`src/rtl/turbo_frame_ctrl.sv`:
```
// Turbo encoder frame sequencer: buffers K bits, runs two 4-state RSC encoders, streams triplets.
// Define TURBO_CTRL_TERM_EN to append the 4-triplet trellis termination tail.
package rsc_lib;
  // Even positions first, then odd: a permutation for every K >= 2.
  function automatic int interleave_index(input int i, input int k);
    int h;
    h = (k + 1) / 2;
    return (i < h) ? 2 * i : 2 * (i - h) + 1;
  endfunction
endpackage

module turbo_frame_ctrl #(
  parameter int MAX_K = 64,
  parameter int IDX_W = $clog2(MAX_K + 1)
) (
  input  logic              clk,
  input  logic              rst_n,
  turbo_frame_ctrl_if.slave bus
);
  localparam int AW = (MAX_K > 2) ? $clog2(MAX_K) : 1;

  typedef enum logic [2:0] {IDLE, LOAD, ENCODE, TAIL1, TAIL2} state_t;

  state_t           state;
  logic [MAX_K-1:0] buf_q;
  logic [IDX_W-1:0] k_q, wr_idx, idx;
  logic [1:0]       enc1, enc2;
  logic             done_q;
  logic             in_ready_q, out_valid_q, sys_q, p1_q, p2_q, tail_q, last_q, busy_q, err_q;

  logic [AW-1:0] pi_idx;
  logic          u1, u2, fb1, fb2;
  logic          t_sys, t_p1, t_p2, t_last;
  logic [1:0]    nxt1, nxt2;
  logic          active, step_end, gen, size_ok;

  always_comb begin
    pi_idx = AW'(rsc_lib::interleave_index(int'(idx), int'(k_q)));
    u1     = buf_q[idx[AW-1:0]];
    u2     = buf_q[pi_idx];
    fb1    = u1 ^ enc1[1] ^ enc1[0];
    fb2    = u2 ^ enc2[1] ^ enc2[0];
    t_sys  = 1'b0;
    t_p1   = 1'b0;
    t_p2   = 1'b0;
    nxt1   = enc1;
    nxt2   = enc2;
    case (state)
      ENCODE: begin
        t_sys = u1;
        t_p1  = fb1 ^ enc1[1];
        t_p2  = fb2 ^ enc2[1];
        nxt1  = {enc1[0], fb1};
        nxt2  = {enc2[0], fb2};
      end
      // Tail input u = s1^s0 forces fb=0, so parity reduces to s1.
      TAIL1: begin
        t_sys = enc1[1] ^ enc1[0];
        t_p1  = enc1[1];
        nxt1  = {enc1[0], 1'b0};
      end
      TAIL2: begin
        t_sys = enc2[1] ^ enc2[0];
        t_p2  = enc2[1];
        nxt2  = {enc2[0], 1'b0};
      end
      default: ;
    endcase
    active   = (state == ENCODE) || (state == TAIL1) || (state == TAIL2);
    step_end = (state == ENCODE) ? (idx == k_q - IDX_W'(1)) : (idx == IDX_W'(1));
    gen      = active && !done_q && (!out_valid_q || bus.out_ready);
    size_ok  = (bus.cfg_size >= IDX_W'(2)) && (bus.cfg_size <= IDX_W'(MAX_K));
`ifdef TURBO_CTRL_TERM_EN
    t_last   = (state == TAIL2) && step_end;
`else
    t_last   = (state == ENCODE) && step_end;
`endif
  end

  always_ff @(posedge clk or negedge rst_n) begin
    if (!rst_n) begin
      state       <= IDLE;
      buf_q       <= '0;
      k_q         <= '0;
      wr_idx      <= '0;
      idx         <= '0;
      enc1        <= 2'b00;
      enc2        <= 2'b00;
      done_q      <= 1'b0;
      in_ready_q  <= 1'b0;
      out_valid_q <= 1'b0;
      sys_q       <= 1'b0;
      p1_q        <= 1'b0;
      p2_q        <= 1'b0;
      tail_q      <= 1'b0;
      last_q      <= 1'b0;
      busy_q      <= 1'b0;
      err_q       <= 1'b0;
    end else begin
      err_q <= 1'b0;
      if (out_valid_q && bus.out_ready) out_valid_q <= 1'b0;
      if (gen) begin
        out_valid_q <= 1'b1;
        sys_q       <= t_sys;
        p1_q        <= t_p1;
        p2_q        <= t_p2;
        tail_q      <= (state != ENCODE);
        last_q      <= t_last;
        enc1        <= nxt1;
        enc2        <= nxt2;
        idx         <= step_end ? '0 : idx + IDX_W'(1);
        if (t_last) done_q <= 1'b1;
      end
      case (state)
        IDLE: if (bus.start) begin
          if (size_ok) begin
            state      <= LOAD;
            k_q        <= bus.cfg_size;
            wr_idx     <= '0;
            idx        <= '0;
            enc1       <= 2'b00;
            enc2       <= 2'b00;
            done_q     <= 1'b0;
            in_ready_q <= 1'b1;
            busy_q     <= 1'b1;
          end else begin
            err_q <= 1'b1;
          end
        end
        LOAD: if (bus.in_valid && in_ready_q) begin
          buf_q[wr_idx[AW-1:0]] <= bus.in_bit;
          if (wr_idx == k_q - IDX_W'(1)) begin
            state      <= ENCODE;
            in_ready_q <= 1'b0;
          end else begin
            wr_idx <= wr_idx + IDX_W'(1);
          end
        end
`ifdef TURBO_CTRL_TERM_EN
        ENCODE: if (gen && step_end) state <= TAIL1;
        TAIL1:  if (gen && step_end) state <= TAIL2;
`endif
        default: ;
      endcase
      // Frame ends on the handshake of the last triplet, not when it is generated.
      if (done_q && out_valid_q && bus.out_ready) begin
        state  <= IDLE;
        busy_q <= 1'b0;
        done_q <= 1'b0;
      end
    end
  end

  assign bus.in_ready  = in_ready_q;
  assign bus.out_valid = out_valid_q;
  assign bus.out_sys   = sys_q;
  assign bus.out_p1    = p1_q;
  assign bus.out_p2    = p2_q;
  assign bus.out_tail  = tail_q;
  assign bus.out_last  = last_q;
  assign bus.busy      = busy_q;
  assign bus.err_size  = err_q;
endmodule
```
`src/rtl/turbo_frame_ctrl_if.sv`:
```
// Stream bundle for turbo_frame_ctrl: frame config, info-bit input, triplet output.
interface turbo_frame_ctrl_if #(parameter int IDX_W = 7);
  logic             start;
  logic [IDX_W-1:0] cfg_size;
  logic             in_valid, in_ready, in_bit;
  logic             out_valid, out_ready;
  logic             out_sys, out_p1, out_p2, out_tail, out_last;
  logic             busy, err_size;

  modport master (output start, cfg_size, in_valid, in_bit, out_ready,
                  input  in_ready, out_valid, out_sys, out_p1, out_p2,
                         out_tail, out_last, busy, err_size);
  modport slave  (input  start, cfg_size, in_valid, in_bit, out_ready,
                  output in_ready, out_valid, out_sys, out_p1, out_p2,
                         out_tail, out_last, busy, err_size);
endinterface

```
`src/flat_wrapper.sv`:
```
// flat-port wrapper written by rule: the top's interface ports become plain ports
module turbo_frame_ctrl_flat 
#(
  parameter int MAX_K = 64,
  parameter int IDX_W = $clog2(MAX_K + 1)
)
  (clk, rst_n, bus_start, bus_cfg_size, bus_in_valid, bus_in_bit, bus_out_ready, bus_in_ready, bus_out_valid, bus_out_sys, bus_out_p1, bus_out_p2, bus_out_tail, bus_out_last, bus_busy, bus_err_size);
  turbo_frame_ctrl_if #(.IDX_W(IDX_W)) bus_i ();
  input  logic clk;
  input  logic rst_n;
  input wire logic [$bits(bus_i.start)-1:0] bus_start;
  input wire logic [$bits(bus_i.cfg_size)-1:0] bus_cfg_size;
  input wire logic [$bits(bus_i.in_valid)-1:0] bus_in_valid;
  input wire logic [$bits(bus_i.in_bit)-1:0] bus_in_bit;
  input wire logic [$bits(bus_i.out_ready)-1:0] bus_out_ready;
  output wire logic [$bits(bus_i.in_ready)-1:0] bus_in_ready;
  output wire logic [$bits(bus_i.out_valid)-1:0] bus_out_valid;
  output wire logic [$bits(bus_i.out_sys)-1:0] bus_out_sys;
  output wire logic [$bits(bus_i.out_p1)-1:0] bus_out_p1;
  output wire logic [$bits(bus_i.out_p2)-1:0] bus_out_p2;
  output wire logic [$bits(bus_i.out_tail)-1:0] bus_out_tail;
  output wire logic [$bits(bus_i.out_last)-1:0] bus_out_last;
  output wire logic [$bits(bus_i.busy)-1:0] bus_busy;
  output wire logic [$bits(bus_i.err_size)-1:0] bus_err_size;
  assign bus_i.start = bus_start;
  assign bus_i.cfg_size = bus_cfg_size;
  assign bus_i.in_valid = bus_in_valid;
  assign bus_i.in_bit = bus_in_bit;
  assign bus_i.out_ready = bus_out_ready;
  assign bus_in_ready = bus_i.in_ready;
  assign bus_out_valid = bus_i.out_valid;
  assign bus_out_sys = bus_i.out_sys;
  assign bus_out_p1 = bus_i.out_p1;
  assign bus_out_p2 = bus_i.out_p2;
  assign bus_out_tail = bus_i.out_tail;
  assign bus_out_last = bus_i.out_last;
  assign bus_busy = bus_i.busy;
  assign bus_err_size = bus_i.err_size;
  turbo_frame_ctrl #(.MAX_K(MAX_K), .IDX_W(IDX_W)) u_core (.clk(clk), .rst_n(rst_n), .bus(bus_i));
endmodule
```
`config.mk`:
```
export PLATFORM = sky130hd
export DESIGN_NAME = turbo_frame_ctrl_flat
export DESIGN_NICKNAME = d
export VERILOG_FILES = /design/src/rtl/turbo_frame_ctrl.sv /design/src/rtl/turbo_frame_ctrl_if.sv /design/src/flat_wrapper.sv
export SDC_FILE = /design/constraint.sdc
export NUM_CORES = 1
export LEC_CHECK = 0
export CAP_MARGIN = 20
export CORE_MARGIN = 2
export CORE_UTILIZATION = 35
export CTS_BUF_LIST = sky130_fd_sc_hd__clkbuf_4
export CTS_CLUSTER_DIAMETER = 60
export DETAILED_ROUTE_END_ITERATION = 8
export PLACE_DENSITY = 0.56
export SLEW_MARGIN = 25
export SYNTH_ARGS = -nofsm -noshare
export SYNTH_HDL_FRONTEND = slang
export SYNTH_SLANG_ARGS = --single-unit
```
`constraint.sdc`:
```
create_clock -name clk -period 4.4 [get_ports clk]
set_input_delay 0.44 -clock clk [delete_from_list [all_inputs] [get_ports clk]]
set_output_delay 0.44 -clock clk [all_outputs]
set_load 0.02 [all_outputs]
```
**Word-level counts from Yosys, hierarchy flattened**

Cells that the tools add are included.

- Order comparisons: 7
- Reductions and logical operators: 27
- Bitwise gates (word level): 9
- Div/mod/pow operators: 0
- $add $sub $neg: 7
- Mux-type cells: 56
- Shift-type cells: 0
- Equality and inequality tests: 17
- Multiply operators: 0

Operators by type and width:

| cell | count |
|---|---|
| 64-bit bitwise mux | 1 |
| 7-bit two-way mux | 9 |
| 6-bit by 7-bit less-than comparator with 1-bit output (second input constant) | 3 |
| 1-bit two-way mux | 21 |
| 2-bit two-way mux | 8 |
| 3-bit two-way mux | 5 |
| 5-bit AND reduction | 3 |
| 7-bit by 1-bit adder with 7-bit output (second input constant) | 2 |
| 7-bit == test | 2 |
| 7-bit case mux with 2 select lines | 1 |
| 1-bit binary-select mux with 6-bit select | 2 |
| 2-bit nonzero test | 5 |
| 1-bit logical AND | 9 |
| 3-bit by 1-bit inequality test with 1-bit output (second input constant) | 3 |
| 7-bit by 1-bit adder with 8-bit output | 1 |
| 7-bit by 1-bit adder with 8-bit output (second input constant) | 1 |
| 7-bit by 8-bit less-than comparator with 1-bit output | 1 |
| 2-bit case mux with 2 select lines | 2 |
| 1-bit XOR | 8 |
| 7-bit by 1-bit == test with 1-bit output (second input constant) | 1 |
| 7-bit by 2-bit greater-or-equal comparator with 1-bit output (second input constant) | 1 |
| 7-bit less-or-equal comparator (second input constant) | 1 |
| 7-bit by 1-bit subtractor with 7-bit output (second input constant) | 1 |
| 6-bit by 2-bit adder with 6-bit output (second input constant) | 1 |
| 20 further kinds | 31 |

- Bits in read-only memories: 0
- Memory bits (writable): 0
- Latch bits: 0
- Memories kept: 0
- Input port bits: 13
- Logic and storage cells: 140
- Output and inout port bits: 9
- Flip-flop bits (word level): 102

**Depth between registers and ports, before layout**

- Depth after elaboration: 15
- Gate-level depth with buffers: 14

**Least setup slack after synthesis**

Ideal clock, no wire load.

- Path kind: reg2reg
- From: register u_core.k_q[0]
- To: register u_core.enc2[0]
- Buffers on the path: 2
- Cell stages (with the launch flop): 14
- Data arrival time: 3.578 ns
- Data required time: 4.321 ns
- Setup slack: 0.742 ns
- Library setup time: 0.079 ns
- Path through: dfrtp_1 clkbuf_1 inv_1 ha_1 ha_1 fa_1 clkbuf_1 mux4_2 mux2_2 a32o_1 o211a_1 or3_1 nand3_1 mux2i_1

- Word-level cells in the longest chain between the ends: 15
- Elaborated cells between the ends (all ways): 16

RTL lines:

| item | line | RTL |
|---|---|---|
| from (decl) | turbo_frame_ctrl.sv:26 | `logic [IDX_W-1:0] k_q, wr_idx, idx;` |
| from (signal assigned) | turbo_frame_ctrl.sv:118 | `k_q <= bus.cfg_size;` |
| 7-bit by 1-bit adder with 8-bit output (*) | turbo_frame_ctrl.sv:7 | `h = (k + 1) / 2;` |
| 1-bit bitwise AND (no source line) | -- |  |
| 7-bit by 1-bit adder with 8-bit output (no source line) (*) | -- |  |
| 5-bit subtractor | turbo_frame_ctrl.sv:8 | `return (i < h) ? 2 * i : 2 * (i - h) + 1;` |
| 6-bit by 2-bit adder with 6-bit output | turbo_frame_ctrl.sv:8 |  |
| 6-bit two-way mux (*) | turbo_frame_ctrl.sv:8 |  |
| 1-bit binary-select mux with 6-bit select (*) | turbo_frame_ctrl.sv:40 | `u2 = buf_q[pi_idx];` |
| 1-bit two-way mux (not written as such) (*) | turbo_frame_ctrl.sv:40 |  |
| 1-bit XOR (*) (2 in a row) | turbo_frame_ctrl.sv:42 | `fb2 = u2 ^ enc2[1] ^ enc2[0];` |
| 2-bit case mux with 2 select lines (*) | turbo_frame_ctrl.sv:48 | `case (state)` |
| 2-bit two-way mux (*) | turbo_frame_ctrl.sv:102 | `if (gen) begin` |
| 2-bit two-way mux | turbo_frame_ctrl.sv:116 | `if (size_ok) begin` |
| 2-bit two-way mux | turbo_frame_ctrl.sv:115 | `IDLE: if (bus.start) begin` |
| 2-bit two-way mux (*) | turbo_frame_ctrl.sv:114 | `case (state)` |
| to (signal assigned) | turbo_frame_ctrl.sv:110 | `enc2 <= nxt2;` |
| to (decl) | turbo_frame_ctrl.sv:27 | `logic [1:0] enc1, enc2;` |

Every way passes the cells marked *; elsewhere a longest branch is shown, timed or not. The select of a mux whose other input is x is not followed.
A chain may end at the register's enable or synchronous reset.

**Final worst setup path**

Same ends and word-level chain as after synthesis.

==> reports/results.tsv <==
stage	metric	value	unit
outcome	status	finished clean	
worst_setup_path	cp_max_fo	8	
cells_and_area	design_area	6840	um2
worst_setup_path	cp_top_family	adder cells	
clock_tree	postCtsSetupBuffers	0	
cells_and_area	layout.nets	610	
placed_design	port_buffers	21	
cells_and_area	multi_input_area	3600	um2
timing	tns	0	ns
clock_tree	cts_made_buffers	9	
placed_design	dpl.hpwl	10.9	mm
timing	setup_viol	0	
synthesis	async_flop_share	100	%
clock_tree	hold_buffers	0	
drt	via_per_inst	5.53	
floorplan	die_area	19200	um2
clock_tree	cts_tree	done	
global_route	track_usage	17.2	%
power_and_ir_drop	p_leak	2.89	nW
synthesis	yosysSeqAreaShare	39.9	%
worst_setup_path	rr_worst_depth	11	
drt	first_iter_violations	369	
worst_setup_path	cpPeakStageDelay	0.73	ns
floorplan	design.core.area	17800	um2
floorplan	boundaryPins	22	
worst_setup_path	path_buf_inv	1	
power_and_ir_drop	peakVddDrop	259	uV
timing	rsz0062_at_grt	false	
floorplan	placementRows	49	
synthesis	synthTopCellsByArea	dfrtp_1, mux4_2, mux2_2, nand2_1, nor2_1	
min_path	hold_class	primary input to async pin	
synthesis	yosys_warnings	0	
placed_design	place.gp.congestion	0.871	
worst_setup_path	crit_arrival	4.29	ns
job	cap_violations	0	
global_route	grt_antenna_before_repair	0	
drt	drc	0	
power_and_ir_drop	p_per_area	565	nW/um2
worst_setup_path	r2r-start	u_core.k_q[0]	
worst_setup_path	reg2reg_slack	0.55	ns
worst_setup_path	path_depth	11	
timing	final_hold_viol_count	0	
synthesis	synth-edff-count	0	
global_route	grt_pass1_vias	4681	
clock_tree	cts_root_buf	clkbuf_4	
global_route	grt-ovfl-total	0	
cells_and_area	area_delta_synth_final	8.04	%
clock_tree	clock_latency	0.51	ns
timing	maxSlewViolCount	0	
worst_setup_path	critical_path.startpoint_type	register	
clock_tree	cts-resized-gates	0	
worst_setup_path	path_class	register to register	
timing	period_share	87.6	%
worst_setup_path	path_cells	inv_1, ha_1, ha_1, fa_1, mux4_2, mux2_2, a32o_1, o211a_1, or3_1, nand3_1, mux2i_1	
worst_setup_path	worst_r2r_endpoint	u_core.enc2[0]	
cells_and_area	regArea	2530	um2
placed_design	place_area	6670	um2
drt	ant_nets	0	
worst_setup_path	crit_slowest_cell	fa_1	
synthesis	syn-instance-count	590	
worst_setup_path	cp_common_cell	ha_1	
timing	worst_pin_slew	0.964	ns
global_route	grt_pass1_wl	25.9	mm
floorplan	fp.dieH	138	um
timing	fmax	0.260	GHz
drt	firstDrtPassIters	5	
worst_setup_path	endpoint	u_core.enc2[0]	
timing	slew_headroom	35.7	%
clock_tree	cts.reportedPaths.clkPinSlew	0.16	ns
drt	vias	4527	
cells_and_area	diodes	0	
synthesis	syn_nets	615	
drt	post_drt_wl_per_cell	19.3	um
clock_tree	htree_levels	3	
synthesis	synth_area	6330	um2
synthesis	synth_top_area_cell	dfrtp_1	
worst_setup_path	required	4.84	ns
drt	wl	15.8	mm
timing	clock_skew	0.0222	ns
synthesis	yosysTopAreaCellShare	39.9	%
timing	finalCriticalPeriod	3.85	ns
worst_setup_path	crit_path_start	u_core.k_q[0]	
global_route	grt_max_degree	71	
synthesis	ys_seq_elements	101	
floorplan	initial_utilization	35.5	%
clock_tree	cts_buffer_depth	2	
worst_setup_path	worstSetupEndpointType	register	
clock_tree	clock-sinks	101	
cells_and_area	fillers	1721	
synthesis	synth.lib_cells_used.distinct	64	
synthesis	syn_avg_cell_area	10.7	um2
floorplan	die_w	138	um
synthesis	ys.flop_type	dfrtp_1	
cells_and_area	drive_gt1_share	23.2	%
==> final cells by class <==
| class | count | share of cell area, % |
|---|---|---|
| flip-flops and latches | 101 | 36.9 |
| clock buffers | 9 | 0.988 |
| well taps | 229 | 4.19 |
| repair buffers | 25 | 3.48 |
| clock inverters | 7 | 1.41 |
| multi-input cells | 441 | 52.6 |
| inverters | 7 | 0.384 |
==> worst register-to-register path, stage by stage, from the launching register on <==
cell     delay (ns)
dfrtp_1        0.54
inv_1          0.16
ha_1           0.39
ha_1           0.24
fa_1           0.73
mux4_2         0.37
mux2_2         0.27
a32o_1         0.21
o211a_1        0.26
or3_1          0.34
nand3_1        0.10
mux2i_1        0.19
==> cells in the mapped netlist (3+ instances only) <==
master / instances
dfrtp_1: 101
nand2_1: 82
nor2_1: 69
mux2_2: 68
mux4_2: 36
clkbuf_1: 30
xnor2_1: 23
nand3_1: 16
xor2_1: 13
nor3_1: 12
ha_1: 11
a21oi_1: 10
nand2b_1: 9
o21ai_0: 8
mux2i_1: 7
or3_1: 7
buf_2: 6
inv_1: 6
nor2b_1: 6
nand3b_1: 4
nor3b_1: 4
a21o_1: 3
and3b_1: 3
o21a_1: 3
o32ai_1: 3
==> layer usage <==
layer	wire length (um)	GRT usage, %	up-vias	part of all wire (%)
met5	0	0	-	0
met4	206	4.24	0	1.3
met3	791	4.09	14	5.0
met2	7550	28.1	125	48
met1	7260	23.2	2301	46
li1	-	-	2087	-
==> state kept, by name (all words and copies together) (netlist names), 2 cells and up <==
name and cells:
u_core.enc2 2, u_core.wr_idx 7, u_core.k_q 7, u_core.buf_q 64, u_core.state 2, u_core.enc1 2
u_core.idx 7
==> how the worst min path moves through the flow <==
stage	to	slack, ns	cells after the start
after CTS	u_core.bus.err_size	0.06	1
after floorplan	u_core.buf_q[0]	0.14	0
after global placement	u_core.bus.out_last	0.47	1
after detailed placement	u_core.bus.out_tail	0.48	2
final	u_core.bus.err_size	0.05	1
after global routing	u_core.bus.err_size	0.09	1
==> cells in the final DEF, fill, tap and decap left out, types with 3 or more instances in the layout <==
cell	instances
dfrtp_1	101
nand2_1	82
nor2_1	69
mux2_2	68
mux4_2	36
xnor2_1	23
clkdlybuf4s50_1	20
nand3_1	16
xor2_1	13
nor3_1	11
ha_1	11
a21oi_1	10
nand2b_1	9
clkbuf_4	9
o21ai_0	8
mux2i_1	7
or3_1	7
inv_1	6
nor2b_1	6
buf_4	5
nor3b_1	4
nand3b_1	4
and3b_1	3
a21o_1	3
o21a_1	3
o32ai_1	3
==> cells by family (layout without fill, tap and decap cells) <==
| logic type | Yosys count | after routing | synth area share [%] |
|---|---|---|---|
| and+or+nand+nor | 231 | 231 | 17.2 |
| muxes | 111 | 111 | 26.0 |
| DFF | 101 | 101 | 39.9 |
| AOI/OAI and AO/OA | 50 | 50 | 5.77 |
| buffers and inverters | 48 | 48 | 3.32 |
| xor gates and xnor gates | 37 | 37 | 5.34 |
| adders and majority gates | 12 | 12 | 2.49 |
==> through the flow <==
stage	total power, mW	std cells	setup WS (ns)	hold WS [ns]	util, %
2_1_floorplan	2.85	590	0.742	0.144	-
3_3_place_gp	3.25	803	0.761	0.470	37.4
3_5_place_dp	3.31	803	0.618	0.477	37.4
4_1_cts	3.89	819	0.569	0.0561	38.3
5_1_grt	4.16	819	0.338	0.0946	38.3
6_report	3.87	819	0.548	0.0505	38.3
==> where the power goes <==
part	internal (mW)	total [mW]	leakage [nW]	switching, mW
logic	0.891	1.85	1.46	0.961
clock network	0.232	0.567	0.0806	0.335
registers	1.12	1.45	1.35	0.324
total	2.25	3.87	2.89	1.62
Power figures use the tool's default switching activity.
